### src/rtl/shift_pkg.sv
// Shared encodings and helpers for the sequential shift/rotate unit.
package shift_pkg;

    typedef enum logic [2:0] {
        OP_SHR  = 3'b000,
        OP_SHRA = 3'b001,
        OP_SHL  = 3'b010,
        OP_ROR  = 3'b011,
        OP_ROL  = 3'b100
    } op_e;

    typedef enum logic [1:0] {
        ST_IDLE  = 2'b00,
        ST_SHIFT = 2'b01,
        ST_DONE  = 2'b10
    } state_e;

    function automatic logic op_is_legal(input logic [2:0] op);
        return op <= OP_ROL;
    endfunction

    // Bits to move this clock: min(step, remaining).
    function automatic int unsigned step_amt(input int unsigned step, input int unsigned remaining);
        return (remaining < step) ? remaining : step;
    endfunction

endpackage

### src/rtl/shift_step.sv
// One combinational shift/rotate step of 0..STEP bits, with the last bit moved out.
module shift_step
    import shift_pkg::*;
#(
    parameter int unsigned WIDTH = 32,
    parameter int unsigned STEP  = 1,
    parameter int unsigned AMT_W = $clog2(STEP + 1)
) (
    input  logic [2:0]       op,
    input  logic [WIDTH-1:0] word,
    input  logic [AMT_W-1:0] amt,
    output logic [WIDTH-1:0] shifted,
    output logic             out_bit
);

    localparam int unsigned IDX_W = $clog2(WIDTH);

    logic [IDX_W-1:0] lo_idx;
    logic [IDX_W-1:0] hi_idx;
    logic [WIDTH-1:0] rot_r;
    logic [WIDTH-1:0] rot_l;
    logic             nonzero;

    always_comb begin
        nonzero = (amt != '0);
        lo_idx  = IDX_W'(amt) - IDX_W'(1);
        hi_idx  = IDX_W'(WIDTH - 32'(amt));
        // amt never reaches WIDTH, so the complementary shift stays in range; amt=0 yields word.
        rot_r   = (word >> amt) | (word << (WIDTH - 32'(amt)));
        rot_l   = (word << amt) | (word >> (WIDTH - 32'(amt)));

        shifted = word;
        out_bit = 1'b0;
        case (op)
            OP_SHR: begin
                shifted = word >> amt;
                out_bit = nonzero ? word[lo_idx] : 1'b0;
            end
            OP_SHRA: begin
                shifted = $signed(word) >>> amt;
                out_bit = nonzero ? word[lo_idx] : 1'b0;
            end
            OP_SHL: begin
                shifted = word << amt;
                out_bit = nonzero ? word[hi_idx] : 1'b0;
            end
            OP_ROR: begin
                shifted = rot_r;
                out_bit = nonzero ? rot_r[WIDTH-1] : 1'b0;
            end
            OP_ROL: begin
                shifted = rot_l;
                out_bit = nonzero ? rot_l[0] : 1'b0;
            end
            default: begin
                shifted = word;
                out_bit = 1'b0;
            end
        endcase
    end

endmodule

### src/rtl/seq_shift_unit.sv
// Multi-cycle shift/rotate unit: start/done handshake, STEP bits per clock, result held for Zlow/Zhigh.
module seq_shift_unit
    import shift_pkg::*;
#(
    parameter int unsigned WIDTH = 32,
    parameter int unsigned STEP  = 1,
    parameter int unsigned CNT_W = $clog2(WIDTH)
) (
    input  logic             clock,
    input  logic             clear,
    input  logic             start,
    input  logic [2:0]       op,
    input  logic [WIDTH-1:0] operand,
    input  logic [WIDTH-1:0] count_in,
    output logic             busy,
    output logic             done,
    output logic [WIDTH-1:0] result,
    output logic             carry_out,
    output logic             zero,
    output logic             illegal_op
);

    localparam int unsigned AMT_W = $clog2(STEP + 1);

    state_e           state;
    state_e           state_n;
    logic [2:0]       op_q;
    logic [WIDTH-1:0] work;
    logic [CNT_W-1:0] remaining;

    logic [CNT_W-1:0] n_in;
    logic             go_shift;
    logic [AMT_W-1:0] amt;
    logic             last_step;
    logic [WIDTH-1:0] shifted;
    logic             out_bit;
    logic             unused_count_hi;

    assign unused_count_hi = ^count_in[WIDTH-1:CNT_W];

    assign n_in      = count_in[CNT_W-1:0];
    assign go_shift  = (n_in != '0) && op_is_legal(op);
    assign amt       = AMT_W'(step_amt(STEP, 32'(remaining)));
    assign last_step = (remaining == CNT_W'(amt));

    assign busy = (state != ST_IDLE);
    assign done = (state == ST_DONE);

    shift_step #(
        .WIDTH (WIDTH),
        .STEP  (STEP),
        .AMT_W (AMT_W)
    ) u_step (
        .op      (op_q),
        .word    (work),
        .amt     (amt),
        .shifted (shifted),
        .out_bit (out_bit)
    );

    always_ff @(posedge clock) begin
        if (clear) state <= ST_IDLE;
        else       state <= state_n;
    end

    always_comb begin
        state_n = state;
        case (state)
            ST_IDLE:  if (start) state_n = go_shift ? ST_SHIFT : ST_DONE;
            ST_SHIFT: if (last_step) state_n = ST_DONE;
            ST_DONE:  state_n = ST_IDLE;
            default:  state_n = ST_IDLE;
        endcase
    end

    always_ff @(posedge clock) begin
        if (clear) begin
            op_q       <= '0;
            work       <= '0;
            remaining  <= '0;
            result     <= '0;
            carry_out  <= 1'b0;
            zero       <= 1'b0;
            illegal_op <= 1'b0;
        end else begin
            case (state)
                ST_IDLE: begin
                    if (start) begin
                        op_q      <= op;
                        work      <= operand;
                        remaining <= n_in;
                        carry_out <= 1'b0;
                        // Zero-count and illegal requests skip SHIFT, so publish straight away.
                        if (!go_shift) begin
                            result     <= operand;
                            zero       <= (operand == '0);
                            illegal_op <= !op_is_legal(op);
                        end
                    end
                end
                ST_SHIFT: begin
                    work      <= shifted;
                    remaining <= remaining - CNT_W'(amt);
                    carry_out <= out_bit;
                    if (last_step) begin
                        result     <= shifted;
                        zero       <= (shifted == '0);
                        illegal_op <= 1'b0;
                    end
                end
                default: ;
            endcase
        end
    end

endmodule

### config.mk
export PLATFORM = sky130hd
export DESIGN_NAME = seq_shift_unit
export DESIGN_NICKNAME = d
export VERILOG_FILES = /design/src/rtl/shift_pkg.sv /design/src/rtl/shift_step.sv /design/src/rtl/seq_shift_unit.sv
export SDC_FILE = /design/constraint.sdc
export NUM_CORES = 1
export LEC_CHECK = 0
export ABC_AREA = 0
export CORE_UTILIZATION = 66
export CTS_BUF_LIST = sky130_fd_sc_hd__clkbuf_8
export CTS_CLUSTER_SIZE = 40
export DETAILED_ROUTE_END_ITERATION = 10
export DONT_BUFFER_PORTS = 1
export GPL_TIMING_DRIVEN = 1
export PLACE_DENSITY_LB_ADDON = 0.05
export SYNTH_ARGS = -nofsm -noshare
export SYNTH_HDL_FRONTEND = slang
export SYNTH_SLANG_ARGS = --single-unit
### constraint.sdc
create_clock -name clock -period 2.6 [get_ports clock]
set_input_delay 0.13 -clock clock [delete_from_list [all_inputs] [get_ports clock]]
set_output_delay 0.13 -clock clock [all_outputs]
set_load 0.05 [all_outputs]
==> results_tabular.tex, run 1 <==
\begin{tabular}{lr}
\hline
Metric & Value \\
\hline
\multicolumn{2}{l}{\textbf{Status}} \\
Status & completed \\
\multicolumn{2}{l}{\textbf{Detailed routing}} \\
Wirelength, routed & between 10000 and 15000 µm \\
Post-DR wirelength/cell & between 20 and 25 µm \\
Via total after detailed routing & about 4600 \\
Drt drc & 0 \\
Starting DRC count in detailed routing & around 560 \\
Number of optimization iterations in the first detailed-route pass & 6 \\
Post-detailed-route count of antenna-violating nets & 0 \\
Via count normalized by instance count & roughly 7 \\
\multicolumn{2}{l}{\textbf{Cells and area}} \\
Diodes inserted & 0 \\
Post-layout nets & about 640 \\
Filler instances & slightly below 500 \\
Area Overhead vs Synth & 9.95\% \\
Proportion of layout cells with a drive suffix above 1 & a little under an eighth \\
\multicolumn{2}{l}{\textbf{Timing}} \\
Post-route setup TNS & 0 ns \\
Worst max-slew margin expressed relative to the limit & between 20 and 30\% \\
Unrepaired setup endpoints after global routing & false \\
Hold Violations, Final & 0 \\
Final count of pins violating max slew & 0 \\
Final Critical Period & about 2.5 ns \\
Ratio of final minimum period to clock period & 97.6\% \\
Transition at the pin with the smallest max-transition slack & 1.05 ns \\
Maximum frequency from static timing analysis & slightly below 400 MHz \\
Clock Skew & between 0.01 and 0.015 ns \\
Minimum hold slack & roughly 0.013 ns \\
Number of setup violations in the final report & 0 \\
\multicolumn{2}{l}{\textbf{Power and ir drop}} \\
Peak supply drop & roughly 0.00086 V \\
Cell-internal power & $\sim$2500 µW \\
Reported leakage power & roughly 0.0017 µW \\
Net Switching & 1860 µW \\
Flop pwr share & 40.5\% \\
Power per cell area & about 900 nW/µm² \\
Switching part of the total & a little over two fifths \\
Clock Power Share & between 20\% and 30\% \\
Power share of the combinational group & a little over a third \\
\multicolumn{2}{l}{\textbf{Clocking}} \\
Clock sink count & between 70 and 80 \\
Clock-pin transition on the worst setup and hold timing paths & 0.08 ns \\
CTS tree & yes \\
Clock insertion delay at the later pin of the skew report & between 0.3 and 0.4 ns \\
Buffer levels on the longest clock path & 2 \\
Root buf cell & clkbuf\_8 \\
Number of buffers added by the clock tree synthesis step & 9 \\
Maximum level of the CTS H-tree & 3 \\
\multicolumn{2}{l}{\textbf{Logic synthesis}} \\
Count of flip-flops with a built-in enable after synthesis & 0 \\
Mean instance size in the synthesized netlist & a little under 8 µm² \\
Number of cells produced by synthesis & roughly 570 \\
Unique masters post-synth & between 60 and 70 \\
Area of the mapped netlist & between 4000 and 5000 µm² \\
Async set-reset flop share out of synthesis & 0\% \\
Ranking of synthesized cells by area & dfxtp\_1, nor2\_1, a211oi\_1, nor3\_1, a21oi\_1 \\
Cell accounting for the most synthesized area & dfxtp\_1 \\
Dominant register cell in the synthesized netlist & dfxtp\_1 \\
Number of storage elements in the synthesis netlist & a little under 80 \\
Post-Synthesis Net Count & $\sim$640 \\
Synth warn & 0 \\
Sequential share of the synthesized area & a little over a third \\
Area share of the leading cell type in the synthesized netlist & roughly a third \\
\multicolumn{2}{l}{\textbf{Job}} \\
Max-capacitance violation count & 0 \\
\multicolumn{2}{l}{\textbf{Worst setup path}} \\
Critical path data arrival time & $\sim$2.8 ns \\
Startpoint-to-endpoint class of the critical path & reg2reg \\
Required arrival time at the worst endpoint & 2.83 ns \\
CP Max Fanout & 10 \\
Type of element launching the critical path & flop \\
Critical Path End Type & flop \\
\multicolumn{2}{l}{\textbf{Placement}} \\
I/O Buffers & 0 \\
Routability-driven placement congestion ratio & $\sim$0.99 \\
Detail Placement HPWL & around 9600 µm \\
\multicolumn{2}{l}{\textbf{Floorplan}} \\
Die X & between 80 and 90 µm \\
Num rows & 29 \\
Number of top-level pins & 107 \\
Vert. Die Dim & 83.4 µm \\
Core area & around 6400 µm² \\
Initial standard-cell utilization of the core & just under 70\% \\
Die Outline Area & approximately 7000 µm² \\
\multicolumn{2}{l}{\textbf{Global routing}} \\
Global route total overflow & 0 \\
Number of antenna violations at the first check in global routing & 0 \\
First-pass GRT wire length & between 20000 and 25000 µm \\
Number of global-route vias before repair & roughly 4300 \\
Overall global routing resource usage & about two fifths \\
Maximum number of pins on one net before global-route repair & 77 \\
\multicolumn{2}{l}{\textbf{Worst hold path}} \\
Classification of the worst-slack hold path & in2reg \\
\hline
\end{tabular}
state kept, by name, indices dropped and copies added, names as in the netlist:
name	count
zero	1
carry_out	1
remaining	5
op_q	3
work	32
state	2
result	32
illegal_op	1
cells in the final DEF, fill, tap and decap left out, types with 5 or more instances in the layout:
cell type and count:
nor2_1 112, dfxtp_1 77, a211oi_1 48, nand2_1 41, nor3_1 35, a21oi_1 33
buf_4 26, o22ai_1 18, o21ai_0 15, o22a_1 12, o31ai_1 11, inv_1 10
nor4_1 9, clkbuf_8 9, o2bb2ai_1 7, dlygate4sd3_1 7, a22oi_1 6, mux2i_1 5
routing by layer:
metal  GRT usage [%]  wire, µm  up-vias
met2            64.5      6400      318
li1                -         -     2110
met3            9.84      1370       65
met5               0         0        -
met1            51.8      5440     2062
met4            15.3       507        0
power by group through the flow:
stage / clock network [µW] / logic (µW) / registers, µW
2_1_floorplan: 0 / 1170 / 1710
3_3_place_gp: 0 / 1440 / 1780
3_5_place_dp: 0 / 1470 / 1790
4_1_cts: 1010 / 1520 / 1760
5_1_grt: 1060 / 1720 / 1790
6_report: 1000 / 1600 / 1770
logic make-up (layout without fill, tap and decap cells):
family	Yosys count	in the layout	share of synthesized area (%)
xor gates and xnor gates	1	1	0.200
adders and majority gates	2	2	0.572
DFF	77	77	35.2
muxes	7	7	1.66
AOI/OAI and AO/OA	190	190	31.3
buffers and inverters	58	60	6.12
and+or+nand+nor	232	232	25.0
cell usage after synthesis (4+ instances only):
cell,count
dfxtp_1,77
o31ai_1,11
o22a_1,12
a21oi_1,33
nand2_1,41
mux2i_1,5
nor3_1,35
o22ai_1,18
or3_1,4
nor2_1,113
a211oi_1,48
a32oi_1,4
buf_6,4
nand3_1,4
o21a_1,4
a31oi_1,4
nor4_1,10
o2bb2ai_1,7
o21ai_0,15
clkbuf_1,37
a22oi_1,6
or2_2,4
inv_1,9
final timing paths:
check / start / slack (ns) / depth (start not counted) / to
hold reg to reg: work[27]$_SDFFE_PP0P_ / 0.55 / 2 / work[27]$_SDFFE_PP0P_
setup / recovery: remaining[1]$_SDFFE_PP0P_ / 0.06 / 8 / work[31]$_SDFFE_PP0P_
setup reg to reg: remaining[1]$_SDFFE_PP0P_ / 0.06 / 8 / work[31]$_SDFFE_PP0P_
hold / removal: count_in[1] / 0.01 / 2 / remaining[1]$_SDFFE_PP0P_
cell type report:
class / instances / area [µm²] / area share (%)
Inverter: 9 / 33.8 / 0.702
Clock buffer: 9 / 124 / 2.57
Sequential cell: 77 / 1540 / 32.0
Clock inverter: 6 / 88.8 / 1.85
Timing Repair Buffer: 36 / 333 / 6.91
Multi-Input combinational cell: 432 / 2600 / 53.9
Tap cell: 77 / 96.3 / 2.00
critical path: stages, from the launching register on:
cell and delay, ns:
dfxtp_1 0.38, or4_4 0.64, nor2_8 0.21, buf_4 0.20, o31ai_1 0.09, a222oi_1 0.48, o21ai_0 0.22, nand2_1 0.11
a21oi_1 0.07
timing repair:
item | 4_1_cts | 5_1_grt
endpoints found under the setup margin | 0 | 4
hold endpoints to repair | 76 | 0
hold buffers | 8 | 0
gates resized for setup | 0 | 4
setup buffers | 0 | 1
metrics by stage:
| stage | util (%) | worst slack, ns | instance area [µm²] | total power [µW] | cells |
|---|---|---|---|---|---|
| 6_report | 75.4 | 0.0616 | 4810 | 4380 | 646 |
| 5_1_grt | 75.4 | 0.0113 | 4810 | 4570 | 646 |
| 4_1_cts | 74.8 | 0.0927 | 4780 | 4290 | 645 |
| 3_5_place_dp | 69.9 | 0.124 | 4470 | 3260 | 622 |
| 3_3_place_gp | 69.9 | 0.194 | 4470 | 3220 | 622 |
| 2_1_floorplan | - | 0.371 | 4380 | 2870 | 567 |
Power figures use the tool's default switching activity.
==> inputs of run 2 (changes only) <==
==> constraint.sdc (replaced) <==
create_clock -name clock -period 2.6 [get_ports clock]
set_input_delay 0.52 -clock clock [delete_from_list [all_inputs] [get_ports clock]]
set_output_delay 0.52 -clock clock [all_outputs]
set_load 0.05 [all_outputs]
==> run 2 against run 1 <==
  * Worst setup slack got worse by 0.031 ns
  * Hold slack improved by 0.21 ns
  * Clock skew is 0.0044 ns higher
  * Routed wire length decreased by 2.9%
==> results_tabular.tex, run 2 (same netlist as run 1, synthesis figures left out) <==
\begin{tabular}{lr}
\hline
Metric & Value \\
\hline
\multicolumn{2}{l}{\textbf{Status}} \\
Status & completed \\
\multicolumn{2}{l}{\textbf{Worst setup path}} \\
Required arrival time at the worst endpoint & 2.89 ns (+0.06 ns) \\
CP Max Fanout & 11 (+1) \\
Critical Path End Type & flop \\
Type of element launching the critical path & flop \\
Slowest stage cell, crit path & or4\_4 \\
Cell-by-cell trace of the critical path & or4\_4 > nor2\_8 > o2bb2ai\_1 > nor4\_2 > a41oi\_2 > nor4b\_2 > a31o\_1 \\
Critical path data arrival time & 2.86 ns (+0.09 ns) \\
Maximum single-stage delay on the critical path & 0.64 ns (about the same) \\
Startpoint-to-endpoint class of the critical path & reg2reg \\
\multicolumn{2}{l}{\textbf{Detailed routing}} \\
Starting DRC count in detailed routing & 530 (-4.8\%) \\
Wirelength, routed & 13300 µm (-2.9\%) \\
Via total after detailed routing & 4537 (-0.40\%) \\
Via count normalized by instance count & 7.11 (+0.85\%) \\
Drt drc & 0 (unchanged) \\
Post-DR wirelength/cell & 20.9 µm (-1.7\%) \\
Number of optimization iterations in the first detailed-route pass & 5 (-1) \\
Post-detailed-route count of antenna-violating nets & 0 (unchanged) \\
\multicolumn{2}{l}{\textbf{Clocking}} \\
Maximum level of the CTS H-tree & 3 (unchanged) \\
Clock sink count & 77 (unchanged) \\
Number of buffers added by the clock tree synthesis step & 9 (unchanged) \\
CTS tree & yes \\
Root buf cell & clkbuf\_8 \\
Clock insertion delay at the later pin of the skew report & 0.36 ns (about the same) \\
Buffer levels on the longest clock path & 2 (unchanged) \\
Clock-pin transition on the worst setup and hold timing paths & 0.09 ns (about the same) \\
Hold buffer count at CTS & 0 (-8) \\
\multicolumn{2}{l}{\textbf{Placement}} \\
Routability-driven placement congestion ratio & 0.983 (-0.89\%) \\
I/O Buffers & 0 (unchanged) \\
Detail Placement HPWL & 9560 µm (-0.32\%) \\
\multicolumn{2}{l}{\textbf{Global routing}} \\
First-pass GRT wire length & 21100 µm (-3.6\%) \\
Number of global-route vias before repair & 4198 (-2.2\%) \\
Overall global routing resource usage & 38.7\% (-1.3 points) \\
Maximum number of pins on one net before global-route repair & 79 (+2.6\%) \\
Global route total overflow & 0 (unchanged) \\
Number of antenna violations at the first check in global routing & 0 (unchanged) \\
\multicolumn{2}{l}{\textbf{Power and ir drop}} \\
Power per cell area & 917 nW/µm² (+0.88\%) \\
Reported leakage power & 0.00168 µW (-2.7\%) \\
Peak supply drop & 0.000648 V (-25\%) \\
Sum of internal, switching and leakage power & 4310 µW (-1.5\%) \\
\multicolumn{2}{l}{\textbf{Floorplan}} \\
Initial standard-cell utilization of the core & 68.6\% (unchanged) \\
Number of top-level pins & 107 (unchanged) \\
Core area & 6390 µm² (unchanged) \\
Vert. Die Dim & 83.4 µm (unchanged) \\
Num rows & 29 (unchanged) \\
Die X & 83.4 µm (unchanged) \\
Die Outline Area & 6960 µm² (unchanged) \\
\multicolumn{2}{l}{\textbf{Cells and area}} \\
Leading cell types in the layout, fill and taps excluded & nor2\_1, dfxtp\_1, a211oi\_1 \\
Most common cell after layout, fill and taps aside & nor2\_1 \\
Diodes inserted & 0 (unchanged) \\
Largest registers & result (32), work (32), remaining (5) \\
Post-layout nets & 629 (-1.3\%) \\
Fraction of the core area covered by cells at the end of the flow & 73.6\% (-1.8 points) \\
Proportion of layout cells with a drive suffix above 1 & 11.6\% (-0.36 points) \\
Area Overhead vs Synth & 7.32\% \\
\multicolumn{2}{l}{\textbf{Timing}} \\
Worst max-slew margin expressed relative to the limit & 37.1\% (+7.7 points) \\
Final count of pins violating max slew & 0 (unchanged) \\
Hold Violations, Final & 0 (unchanged) \\
Transition at the pin with the smallest max-transition slack & 0.940 ns (-0.114 ns) \\
Maximum frequency from static timing analysis & 389 MHz (-1.2\%) \\
Number of setup violations in the final report & 0 (unchanged) \\
Unrepaired setup endpoints after global routing & false \\
Clock Skew & 0.0165 ns (+0.00436 ns) \\
Ratio of final minimum period to clock period & 98.8\% (+1.2 points) \\
Post-route setup TNS & 0 ns (unchanged) \\
Final Critical Period & 2.57 ns (+0.0310 ns) \\
\multicolumn{2}{l}{\textbf{Worst hold path}} \\
Classification of the worst-slack hold path & in2reg \\
\multicolumn{2}{l}{\textbf{Job}} \\
Max-capacitance violation count & 0 (unchanged) \\
\hline
\end{tabular}
[run 2: final timing paths]
path | slack, ns | startpoint | cells past startpoint | endpoint
worst max-delay path | 0.03 | remaining[1]$_SDFFE_PP0P_ | 7 | zero$_SDFFE_PP0P_
worst min-delay path | 0.23 | clear | 1 | result[1]$_SDFFE_PP0P_
worst max register to register | 0.03 | remaining[1]$_SDFFE_PP0P_ | 7 | zero$_SDFFE_PP0P_
worst min register to register | 0.55 | work[12]$_SDFFE_PP0P_ | 2 | work[12]$_SDFFE_PP0P_
[run 2: metal layers]
metal / GRT usage, % / share of wire, % / vias to the layer above
met5: 0 / 0 / -
met4: 19.0 / 4.4 / 0
met3: 7.95 / 9.4 / 60
met2: 62.3 / 46 / 277
met1: 49.6 / 41 / 2104
li1: - / - / 2096
[run 2: stage by stage]
step	worst slack (ns)	cell area (µm²)	hold WS, ns	cells
after floorplan	0.371	4380	0.486	567
after global placement	0.0823	4480	0.521	622
after detailed placement	0.103	4480	0.542	622
after CTS	0.0387	4690	0.216	637
after global routing	0.000308	4700	0.217	638
final	0.0306	4700	0.227	638
[run 2: where the power goes]
part | internal (µW) | switching [µW] | total [µW]
combinational | 631 | 915 | 1550
clock | 535 | 455 | 990
sequential | 1340 | 438 | 1770
total | 2500 | 1810 | 4310
[run 2: cell type report]
class / count / area [µm²]
fill: 501 / 1690
sequential: 77 / 1540
tap: 77 / 96.3
inverter: 9 / 33.8
timing repair buffer: 28 / 235
clock inverter: 6 / 86.3
clock buffer: 9 / 124
multi-input combinational: 432 / 2580
[run 2: worst max-delay path, delay by kind of cell (launching register included)]
family	cells	cell delay [ns]
simple gates	4	1.59
compound gates	3	0.51
flops	1	0.39
[run 2: timing repair]
| action | in CTS | in global routing |
|---|---|---|
| setup endpoints to repair | 0 | 3 |
| buffers inserted | 0 | 1 |
| gates resized for setup | 0 | 2 |
==> inputs of run 3 (changes only) <==
--- a/config.mk
+++ b/config.mk
@@ -15,4 +15,6 @@
 export PLACE_DENSITY_LB_ADDON = 0.05
 export SYNTH_ARGS = -nofsm -noshare
 export SYNTH_HDL_FRONTEND = slang
+export SYNTH_HIERARCHICAL = 1
 export SYNTH_SLANG_ARGS = --single-unit
+export TNS_END_PERCENT = 30
==> run 3 against run 2 <==
  * The flow now finishes with violations (DRC, setup timing)
  * Largest cell class unchanged
  * Design area is 12% higher
  * Routed wire length down 5.2%
  * Worst setup slack got worse by 0.24 ns
  * Critical path type unchanged
  * Sequential share of layout area is 3.3 points lower
  * Core utilization grew 7.2 points
  * Die area increased by 3.6%
  * Critical path depth increased by 4
  * Via count is 4.0% lower
  * Total power grew 14%
==> results_tabular.tex, run 3 <==
\begin{tabular}{lr}
\hline
Metric & Value \\
\hline
\multicolumn{2}{l}{\textbf{Clocking}} \\
Clock sink count & 77 (unchanged) \\
Maximum level of the CTS H-tree & 3 (unchanged) \\
Clock-pin transition on the worst setup and hold timing paths & 0.09 ns (about the same) \\
Root buf cell & clkbuf\_8 \\
Number of buffers added by the clock tree synthesis step & 9 (unchanged) \\
CTS tree & yes \\
Buffer levels on the longest clock path & 2 (unchanged) \\
Hold buffer count at CTS & 0 (unchanged) \\
Clock insertion delay at the later pin of the skew report & 0.36 ns (about the same) \\
\multicolumn{2}{l}{\textbf{Logic synthesis}} \\
Xor/xnor share of the synthesized area & 0.606\% (+0.41 points) \\
Fraction of the mapped netlist area in adder cells & 0.276\% (-0.30 points) \\
Area share of and/or/nand/nor cells after synthesis & 21.2\% (-3.8 points) \\
Sequential share of the synthesized area & 34.0\% (-1.3 points) \\
Cell accounting for the most synthesized area & dfxtp\_1 \\
Area of the mapped netlist & 4540 µm² (+3.7\%) \\
Mean instance size in the synthesized netlist & 8.66 µm² (+12\%) \\
Leading post-synthesis cells by instance count & nand2\_1, dfxtp\_1, a21oi\_1 \\
Number of storage elements in the synthesis netlist & 77 (unchanged) \\
Ranking of synthesized cells by area & dfxtp\_1, a311oi\_2, nand2\_1, a21oi\_1, mux2\_2 \\
Area share of the leading cell type in the synthesized netlist & 34.0\% (-1.3 points) \\
Unique masters post-synth & 48 (-26\%) \\
Number of cells produced by synthesis & 524 (-7.6\%) \\
Dominant register cell in the synthesized netlist & dfxtp\_1 \\
Count of flip-flops with a built-in enable after synthesis & 0 (unchanged) \\
Most frequently used cell type in the post-synthesis netlist & nand2\_1 \\
Largest family of logic cells by synthesized area & compound AO/OA/AOI/OAI gates \\
Synth warn & 6 (+6) \\
Area fraction in compound gates after synthesis & 28.7\% (-2.5 points) \\
Async set-reset flop share out of synthesis & 0\% (unchanged) \\
Post-Synthesis Net Count & 595 (-6.9\%) \\
Share of synthesized area spent on multiplexers & 7.94\% (+6.3 points) \\
\multicolumn{2}{l}{\textbf{Worst setup path}} \\
Critical path data arrival time & 3.09 ns (+0.23 ns) \\
Critical Path Source & remaining[3]\$\_SDFFE\_PP0P\_ \\
Critical Path End Type & flop \\
Worst R2R Start & remaining[3]\$\_SDFFE\_PP0P\_ \\
CP Max Fanout & 13 (+2) \\
Startpoint-to-endpoint class of the critical path & reg2reg \\
Cell-by-cell trace of the critical path & nor4\_4 > nand2b\_4 > buf\_4 > nand2b\_4 > or2\_4 > buf\_4 > o221a\_2 > nor4\_2 > nand3\_1 > or4\_1 > a311oi\_2 \\
Maximum single-stage delay on the critical path & 0.50 ns (-0.14 ns) \\
Required arrival time at the worst endpoint & 2.87 ns (-0.02 ns) \\
Family of cells with the greatest summed delay on the critical path & simple AND/OR/NAND/NOR gates \\
Slowest stage cell, crit path & or4\_1 \\
Crit path buffers/inverters & 2 (+2) \\
Type of element launching the critical path & flop \\
\multicolumn{2}{l}{\textbf{Timing}} \\
Final Critical Period & 2.81 ns (+0.241 ns) \\
Unrepaired setup endpoints after global routing & true \\
Number of setup violations in the final report & 1 (+1) \\
Minimum hold slack & 0.214 ns (-0.0129 ns) \\
Worst path setup slack after routing & -0.210 ns (-0.241 ns) \\
Clock Skew & 0.0129 ns (-0.00365 ns) \\
Worst max-slew margin expressed relative to the limit & 55.8\% (+19 points) \\
Final count of pins violating max slew & 0 (unchanged) \\
Transition at the pin with the smallest max-transition slack & 0.663 ns (-0.278 ns) \\
Ratio of final minimum period to clock period & 108\% (+9.3 points) \\
Maximum frequency from static timing analysis & 356 MHz (-8.6\%) \\
Hold Violations, Final & 0 (unchanged) \\
\multicolumn{2}{l}{\textbf{Power and ir drop}} \\
Power per cell area & 938 nW/µm² (+2.3\%) \\
Peak supply drop & 0.000591 V (-8.9\%) \\
Sum of internal, switching and leakage power & 4920 µW (+14\%) \\
Reported leakage power & 0.00196 µW (+17\%) \\
\multicolumn{2}{l}{\textbf{Worst hold path}} \\
Classification of the worst-slack hold path & in2reg \\
Worst hold start & clear \\
\multicolumn{2}{l}{\textbf{Global routing}} \\
Overall global routing resource usage & 35.5\% (-3.2 points) \\
First-pass GRT wire length & 20200 µm (-4.2\%) \\
Maximum number of pins on one net before global-route repair & 78 (-1.3\%) \\
Number of global-route vias before repair & 4080 (-2.8\%) \\
Number of antenna violations at the first check in global routing & 0 (unchanged) \\
Global route total overflow & 0 (unchanged) \\
\multicolumn{2}{l}{\textbf{Floorplan}} \\
Die Outline Area & 7210 µm² (+3.6\%) \\
Core area & 6490 µm² (+1.7\%) \\
Num rows & 29 (unchanged) \\
Initial standard-cell utilization of the core & 69.9\% (+1.3 points) \\
Vert. Die Dim & 84.9 µm (+1.8\%) \\
Die X & 84.9 µm (+1.8\%) \\
Number of top-level pins & 107 (unchanged) \\
\multicolumn{2}{l}{\textbf{Job}} \\
Max-capacitance violation count & 0 (unchanged) \\
\multicolumn{2}{l}{\textbf{Status}} \\
Status & finished with violations \\
Failing checks & DRC, setup timing \\
\multicolumn{2}{l}{\textbf{Detailed routing}} \\
Via total after detailed routing & 4357 (-4.0\%) \\
Post-detailed-route count of antenna-violating nets & 0 (unchanged) \\
Starting DRC count in detailed routing & 356 (-33\%) \\
Number of optimization iterations in the first detailed-route pass & 9 (+4) \\
Post-DR wirelength/cell & 19.9 µm (-4.9\%) \\
Wirelength, routed & 12600 µm (-5.2\%) \\
Via count normalized by instance count & 6.85 (-3.7\%) \\
Drt drc & 8 (+8) \\
\multicolumn{2}{l}{\textbf{Placement}} \\
I/O Buffers & 0 (unchanged) \\
Detail Placement HPWL & 8240 µm (-14\%) \\
Routability-driven placement congestion ratio & 0.920 (-6.4\%) \\
\multicolumn{2}{l}{\textbf{Cells and area}} \\
Most common cell after layout, fill and taps aside & nand2\_1 \\
Area Overhead vs Synth & 15.5\% \\
Leading cell types in the layout, fill and taps excluded & nand2\_1, a21oi\_1, dfxtp\_1 \\
Largest registers & result (32), work (32), remaining (5) \\
Post-layout nets & 626 (-0.48\%) \\
Proportion of layout cells with a drive suffix above 1 & 33.3\% (+22 points) \\
Diodes inserted & 0 (unchanged) \\
\hline
\end{tabular}
[run 3: repair_timing]
item                       4_1_cts  5_1_grt
pin swaps                        5        5
resized for setup               12        5
gates cloned                     1        0
setup endpoints to repair        1        1
setup buffers                    5        6
[run 3: cell type report]
type	instances	area, µm²
flip-flops and latches	77	1550
clock buffers	10	138
well taps	77	96.3
repair buffers	67	536
fillers	438	1250
multi-input cells	388	2760
clock inverters	5	124
inverters	12	45.0
[run 3: cells by family after synthesis]
kind of cell,count (synthesis)
xor gates and xnor gates,1
muxes,32
DFF,77
and+or+nand+nor,197
adders and majority gates,1
buffers and inverters,60
AOI/OAI and AO/OA,156
[run 3: report_power, final]
group / switching (µW) / internal [µW]
Combinational: 967 / 998
Sequential: 409 / 1350
Clock: 448 / 753
[run 3: final timing paths]
kind | end | slack [ns] | cells after the start
setup / recovery | zero$_SDFFE_PP0P_ | -0.21 | 11
hold / removal | result[24]$_SDFFE_PP0P_ | 0.21 | 1
setup reg to reg | zero$_SDFFE_PP0P_ | -0.21 | 11
hold reg to reg | remaining[4]$_SDFFE_PP0P_ | 0.55 | 2
[run 3: stage by stage]
step	instances	utilization (%)	TNS (ns)	area [µm²]	setup WS (ns)
6_report	636	80.8	-0.210	5250	-0.210
5_1_grt	636	80.8	-0.280	5250	-0.280
4_1_cts	630	79.9	-0.101	5190	-0.101
3_5_place_dp	610	74.3	-0.400	4830	-0.400
3_3_place_gp	610	74.3	-0.386	4830	-0.386
2_1_floorplan	524	-	-0.0417	4570	-0.0417
[run 3: metal layers]
layer	global-route usage, %	wire [µm]
met1	43.2	5170
met4	16.2	344
met3	7.88	983
met5	0	0
met2	60.2	6150
[run 3: worst reg2reg max path: cells and delay by family, from the launching register on]
| kind | cells | cell delay [ns] |
|---|---|---|
| compound gates | 2 | 0.52 |
| buf+inv | 2 | 0.30 |
| flops | 1 | 0.36 |
| simple gates | 7 | 1.56 |
